File: src/rtl/sh4a_alu_issue.sv
// Issue/writeback front end for the sh4a ALU: banked SH-4 register file, operand fetch,
// latency wait for the registered ALU result and a one-cycle writeback to Rn.
//
// state | meaning
// IDLE  | ready for an instruction; accept latches rn, op, bank and loads ALU operands
// EXEC  | ALU operands held; latency counter runs down to 1
// WB    | ALU result valid; ADD/SUB commit to Rn in the issue-time bank
module sh4a_alu_issue #(
   parameter int         ALU_LATENCY = 1,
   parameter int         RB_BIT      = 29,
   parameter logic [5:0] OP_ADD      = 6'h01,
   parameter logic [5:0] OP_SUB      = 6'h02
) (
   input  logic        clk,
   input  logic        reset,
   input  logic        issue_valid,
   output logic        issue_ready,
   input  logic [5:0]  issue_op,
   input  logic [3:0]  issue_rn,
   input  logic [3:0]  issue_rm,
   output logic [31:0] alu_src1,
   output logic [31:0] alu_src2,
   output logic [5:0]  alu_op,
   input  logic [31:0] alu_dest,
   input  logic [31:0] alu_status,
   output logic        wb_valid,
   output logic [3:0]  wb_reg,
   output logic [31:0] wb_data,
   input  logic [4:0]  dbg_addr,
   output logic [31:0] dbg_data
);

   localparam int CW = (ALU_LATENCY < 2) ? 1 : $clog2(ALU_LATENCY + 1);

   typedef enum logic [1:0] {IDLE, EXEC, WB} state_t;

   state_t          state_q, state_d;
   logic [CW-1:0]   cnt_q, cnt_d;
   logic            rb_q;
   logic [3:0]      rn_q;
   logic [31:0]     wb_data_q;
   logic [31:0]     bank0 [8];
   logic [31:0]     bank1 [8];
   logic [31:0]     bank_hi [8];
   logic [31:0]     rd1, rd2;
   logic            cur_rb, accept, enter_wb, op_arith;

   assign cur_rb   = alu_status[RB_BIT];
   assign accept   = (state_q == IDLE) && issue_valid && issue_ready;
   assign enter_wb = (state_q == EXEC) && (cnt_q == CW'(1));
   assign op_arith = (alu_op == OP_ADD) || (alu_op == OP_SUB);

   // Indices 0-7 follow the current bank, 8-15 are shared.
   always_comb begin
      rd1 = '0;
      rd2 = '0;
      if (issue_rn[3])  rd1 = bank_hi[issue_rn[2:0]];
      else if (cur_rb)  rd1 = bank1[issue_rn[2:0]];
      else              rd1 = bank0[issue_rn[2:0]];
      if (issue_rm[3])  rd2 = bank_hi[issue_rm[2:0]];
      else if (cur_rb)  rd2 = bank1[issue_rm[2:0]];
      else              rd2 = bank0[issue_rm[2:0]];
   end

   always_comb begin
      dbg_data = '0;
      case (dbg_addr[4:3])
         2'd0:    dbg_data = bank0[dbg_addr[2:0]];
         2'd1:    dbg_data = bank1[dbg_addr[2:0]];
         2'd2:    dbg_data = bank_hi[dbg_addr[2:0]];
         default: dbg_data = '0;
      endcase
   end

   always_comb begin
      state_d = state_q;
      cnt_d   = cnt_q;
      case (state_q)
         IDLE: begin
            if (accept) begin
               state_d = EXEC;
               cnt_d   = CW'(ALU_LATENCY);
            end
         end
         EXEC: begin
            if (cnt_q == CW'(1)) state_d = WB;
            else                 cnt_d   = cnt_q - CW'(1);
         end
         WB:      state_d = IDLE;
         default: state_d = IDLE;
      endcase
   end

   always_ff @(posedge clk) begin
      if (reset) begin
         state_q     <= IDLE;
         cnt_q       <= '0;
         issue_ready <= 1'b0;
         rb_q        <= 1'b0;
         rn_q        <= '0;
         alu_src1    <= '0;
         alu_src2    <= '0;
         alu_op      <= '0;
         wb_valid    <= 1'b0;
         wb_reg      <= '0;
         wb_data_q   <= '0;
      end else begin
         state_q     <= state_d;
         cnt_q       <= cnt_d;
         issue_ready <= (state_d == IDLE);
         if (accept) begin
            rb_q     <= cur_rb;
            rn_q     <= issue_rn;
            alu_src1 <= rd1;
            alu_src2 <= rd2;
            alu_op   <= issue_op;
         end
         wb_valid <= enter_wb && op_arith;
         if (enter_wb && op_arith) wb_reg <= rn_q;
         if (wb_valid) wb_data_q <= alu_dest;
      end
   end

   // The ALU result is only valid during WB, so the strobe cycle forwards it directly.
   assign wb_data = wb_valid ? alu_dest : wb_data_q;

   always_ff @(posedge clk) begin
      if (reset) begin
         for (int i = 0; i < 8; i++) begin
            bank0[i]   <= '0;
            bank1[i]   <= '0;
            bank_hi[i] <= '0;
         end
      end else if (wb_valid) begin
         if (rn_q[3])   bank_hi[rn_q[2:0]] <= alu_dest;
         else if (rb_q) bank1[rn_q[2:0]]   <= alu_dest;
         else           bank0[rn_q[2:0]]   <= alu_dest;
      end
   end

endmodule

File: config.mk
export PLATFORM = sky130hd
export DESIGN_NAME = sh4a_alu_issue
export DESIGN_NICKNAME = d
export VERILOG_FILES = /design/src/rtl/sh4a_alu_issue.sv
export SDC_FILE = /design/constraint.sdc
export NUM_CORES = 2
export LEC_CHECK = 0
export CORE_UTILIZATION = 60
export CTS_CLUSTER_DIAMETER = 60
export DETAILED_ROUTE_END_ITERATION = 6
export PLACE_DENSITY_LB_ADDON = 0.05
export SYNTH_ARGS = -nofsm -noshare
export SYNTH_HDL_FRONTEND = slang
export SYNTH_SLANG_ARGS = --single-unit
File: constraint.sdc
create_clock -name clk -period 5.32 [get_ports clk]
set_input_delay 1.596 -clock clk [delete_from_list [all_inputs] [get_ports clk]]
set_output_delay 1.596 -clock clk [all_outputs]
set_load 0.01 [all_outputs]
==> impl_metrics.xml <==
<?xml version="1.0" encoding="UTF-8"?>
<metrics>
  <group name="sta">
    <metric name="maxSlewHeadroom" unit="%">20.7</metric>
    <metric name="max_clock_freq" unit="GHz">0.187</metric>
    <metric name="finalSetupTns" unit="ps">-25.2</metric>
    <metric name="max_slew.worst_pin.slew" unit="ps">1190</metric>
    <metric name="setup_violations" unit="">1</metric>
    <metric name="fin_ws" unit="ps">-25.2</metric>
    <metric name="period_minus_slack" unit="ps">5350</metric>
    <metric name="timing.clock.skew" unit="ps">24.4</metric>
    <metric name="hold_violations" unit="">0</metric>
    <metric name="post-route-period-util" unit="%">100</metric>
    <metric name="finalMaxSlewViolations" unit="">0</metric>
  </group>
  <group name="power">
    <metric name="switchingPower" unit="mW">4.44</metric>
    <metric name="proportion_of_power_drawn_by_the_clock_network" unit="%">41.4</metric>
    <metric name="irDropWorstVdd" unit="mV">0.292</metric>
    <metric name="p_leak" unit="nW">22.0</metric>
    <metric name="power_per_cell_area" unit="mW/mm^2">299</metric>
    <metric name="swShare" unit="%">25.2</metric>
    <metric name="intPower" unit="mW">13.2</metric>
    <metric name="seq_power_share" unit="%">45.4</metric>
    <metric name="comb_power_share" unit="%">13.3</metric>
    <metric name="design_power_total" unit="mW">17.6</metric>
  </group>
  <group name="floorplanning">
    <metric name="floorplan.initialDensity" unit="%">60.8</metric>
    <metric name="die-width" unit="um">293</metric>
    <metric name="fp.coreArea" unit="sq mm">0.0837</metric>
    <metric name="design.die.area" unit="sq mm">0.0859</metric>
    <metric name="io_pins" unit="">226</metric>
    <metric name="std_cell_rows" unit="">106</metric>
    <metric name="chipHeight" unit="um">293</metric>
  </group>
  <group name="global_route">
    <metric name="first_global_vias" unit="">38400</metric>
    <metric name="grt_first_pass_wirelength" unit="um">269000</metric>
    <metric name="grt.total_usage" unit="%">44.8</metric>
    <metric name="grt-ovfl-total" unit="">0</metric>
    <metric name="number_of_antenna_violations_at_the_first_check_in_global_routing" unit="">16</metric>
    <metric name="grt_start_max_net_pins" unit="">87</metric>
  </group>
  <group name="routing">
    <metric name="drt-initial-drc-count" unit="">6510</metric>
    <metric name="total_via_count_after_detailed_routing" unit="">38400</metric>
    <metric name="wl" unit="um">192000</metric>
    <metric name="detail_route.drc_violations" unit="">0</metric>
    <metric name="avgRoutedWirePerCell" unit="um">37.0</metric>
    <metric name="detailedRoute.firstPassIterationCount" unit="">6</metric>
    <metric name="vias_per_cell" unit="">7.42</metric>
    <metric name="antenna_left" unit="">0</metric>
  </group>
  <group name="cells_and_area">
    <metric name="core_occupancy_in_the_finished_layout" unit="%">70.5</metric>
    <metric name="finalInstanceArea" unit="sq mm">0.0590</metric>
    <metric name="drive_gt1_share" unit="%">24.2</metric>
    <metric name="largest_registers_in_the_final_layout" unit="">bank0 x256, bank1 x256, bank_hi x256</metric>
    <metric name="final_net_count" unit="">4041</metric>
    <metric name="syn2layout_area_growth" unit="%">16.0</metric>
  </group>
  <group name="clock_tree">
    <metric name="clock_path_buffers" unit="">3</metric>
    <metric name="cts_root_buffer" unit="">clkbuf_16</metric>
    <metric name="htreeDepth" unit="">3</metric>
    <metric name="cts.sinks" unit="">884</metric>
    <metric name="clkTransAtPathRegs" unit="ps">50</metric>
    <metric name="worst_skew_pair.late_latency" unit="ps">680</metric>
    <metric name="numCtsBuffers" unit="">97</metric>
    <metric name="cts_tree" unit="">done</metric>
  </group>
  <group name="yosys">
    <metric name="post_synth_instance_area" unit="sq mm">0.0508</metric>
    <metric name="synth.avg_cell_area" unit="sq um">13.3</metric>
    <metric name="synth_cell_type_count" unit="">39</metric>
    <metric name="synthesis.yosys.warnings" unit="">0</metric>
    <metric name="ys_async_sr_fraction" unit="%">0</metric>
    <metric name="yosys-top-cells-area" unit="">edfxtp_1 45%, mux4_2 17%, and2_1 9.5%</metric>
    <metric name="synth.net_count" unit="">3898</metric>
    <metric name="synth_top_area_share" unit="%">45.4</metric>
    <metric name="post-synth-top-count-cell" unit="">and2_1</metric>
    <metric name="ffs_latches_synth" unit="">884</metric>
    <metric name="post_synthesis_cells" unit="">3812</metric>
    <metric name="synth_top_cell_by_area" unit="">edfxtp_1</metric>
    <metric name="ys_dominant_reg_cell" unit="">edfxtp_1</metric>
    <metric name="yosys-top-cells-count" unit="">772 x and2_1, 768 x edfxtp_1, 409 x mux2i_1</metric>
    <metric name="synth-edff-count" unit="">768</metric>
    <metric name="synth-seq-area-share" unit="%">49.9</metric>
  </group>
  <group name="placement">
    <metric name="place_ws" unit="ps">-313</metric>
    <metric name="standard_cell_area_after_detailed_placement" unit="sq mm">0.0554</metric>
    <metric name="numPortBuffers" unit="">194</metric>
    <metric name="gp_congestion" unit="">0.925</metric>
    <metric name="dp_hpwl" unit="um">114000</metric>
  </group>
  <group name="status">
    <metric name="failing_checks" unit="">negative setup slack</metric>
    <metric name="status" unit="">finished with violations</metric>
  </group>
  <group name="setup_path">
    <metric name="critical_path.startpoint_type" unit="">primary input</metric>
    <metric name="crit_path_max_fanout" unit="">15</metric>
    <metric name="critPathRequiredTime" unit="ps">3720</metric>
    <metric name="end_kind" unit="">output pin</metric>
    <metric name="critical_path_class" unit="">primary input to output pin</metric>
    <metric name="crit_arrival" unit="ps">3750</metric>
  </group>
  <group name="worst_hold_path">
    <metric name="min_delay_path_class" unit="">flop to flop</metric>
  </group>
  <group name="job">
    <metric name="cap_viol_max_count" unit="">0</metric>
  </group>
</metrics>
## final timing paths
kind	from	end	slack, ps	depth (start not counted)
worst max-delay path	dbg_addr[0]	dbg_data[8]	-30	7
worst min-delay path	alu_op[4]	alu_op[4]	480	2
worst max register to register	wb_valid	bank_hi[4][31]	1550	5
worst min register to register	alu_op[4]	alu_op[4]	480	2
## per-stage QoR
step / instances / hold WS (ps)
5_1_grt: 5173 / 503
2_1_floorplan: 3812 / 446
6_report: 5179 / 480
3_5_place_dp: 4987 / 474
3_3_place_gp: 4987 / 454
4_1_cts: 5172 / 481
## cell type report
cell class,instances,area (sq um)
fillers,5609,24700
clock buffers,142,2810
flip-flops and latches,884,25400
repair buffers,445,4700
clock inverters,40,598
inverters,2,10.0
well taps,1134,1420
diodes,7,17.5
multi-input cells,2525,24000
## power by group through the flow
stage	sequential (mW)	clock, mW	combinational, mW
final	7.99	7.29	2.34
after floorplan	8.05	0	1.29
after CTS	7.98	7.26	2.26
after detailed placement	8.12	0	2.25
after global placement	8.09	0	2.21
after global routing	8.01	7.53	2.38
## worst max-delay path: stages
cell	delay [ps]
buf_8	160
buf_16	210
buf_12	170
mux4_2	490
a22oi_1	340
o211ai_1	220
clkdlybuf4s50_1	530
## layout by cell type, fill, tap and decap left out, types with 12 or more instances in the layout
cell,n
o22ai_1,62
or2_2,25
mux2_2,105
o211ai_1,21
dfxtp_1,115
nor2b_1,35
nand3_1,18
buf_4,187
buf_12,64
clkdlybuf4s50_1,168
nor2_4,25
bufinv_16,15
a211oi_1,62
clkbuf_16,103
a22oi_1,129
mux4_2,384
nor2_1,75
mux2i_1,408
nand2_1,221
a311oi_1,64
and2_1,770
edfxtp_1,768
a21oi_1,12
nand4_1,62
clkbuf_1,30
## what timing repair did
action,in CTS,in global routing
resized for setup,11,17
setup buffers,3,0
setup endpoints to repair,32,14
pin swaps,1,3
hold buffers,0,0
## per-layer routing
metal / global-route usage (%) / wire (um) / vias to the layer above
met4: 27.5 / 14300 / 10
met2: 66.1 / 83100 / 3752
met5: 0 / 122 / -
li1: - / - / 14900
met1: 57.6 / 63100 / 18800
met3: 14.7 / 30900 / 962
## cell families after synthesis
family                 after synthesis  synth area share (%)
AO/OA/AOI/OAI                      356                  5.20
XOR/XNOR                             1                0.0172
buffers and inverters              403                  3.36
flip-flops                         884                  49.9
multiplexers                       898                  27.4
AND/OR/NAND/NOR                   1270                  14.1
(Power assumes the default switching activity.)
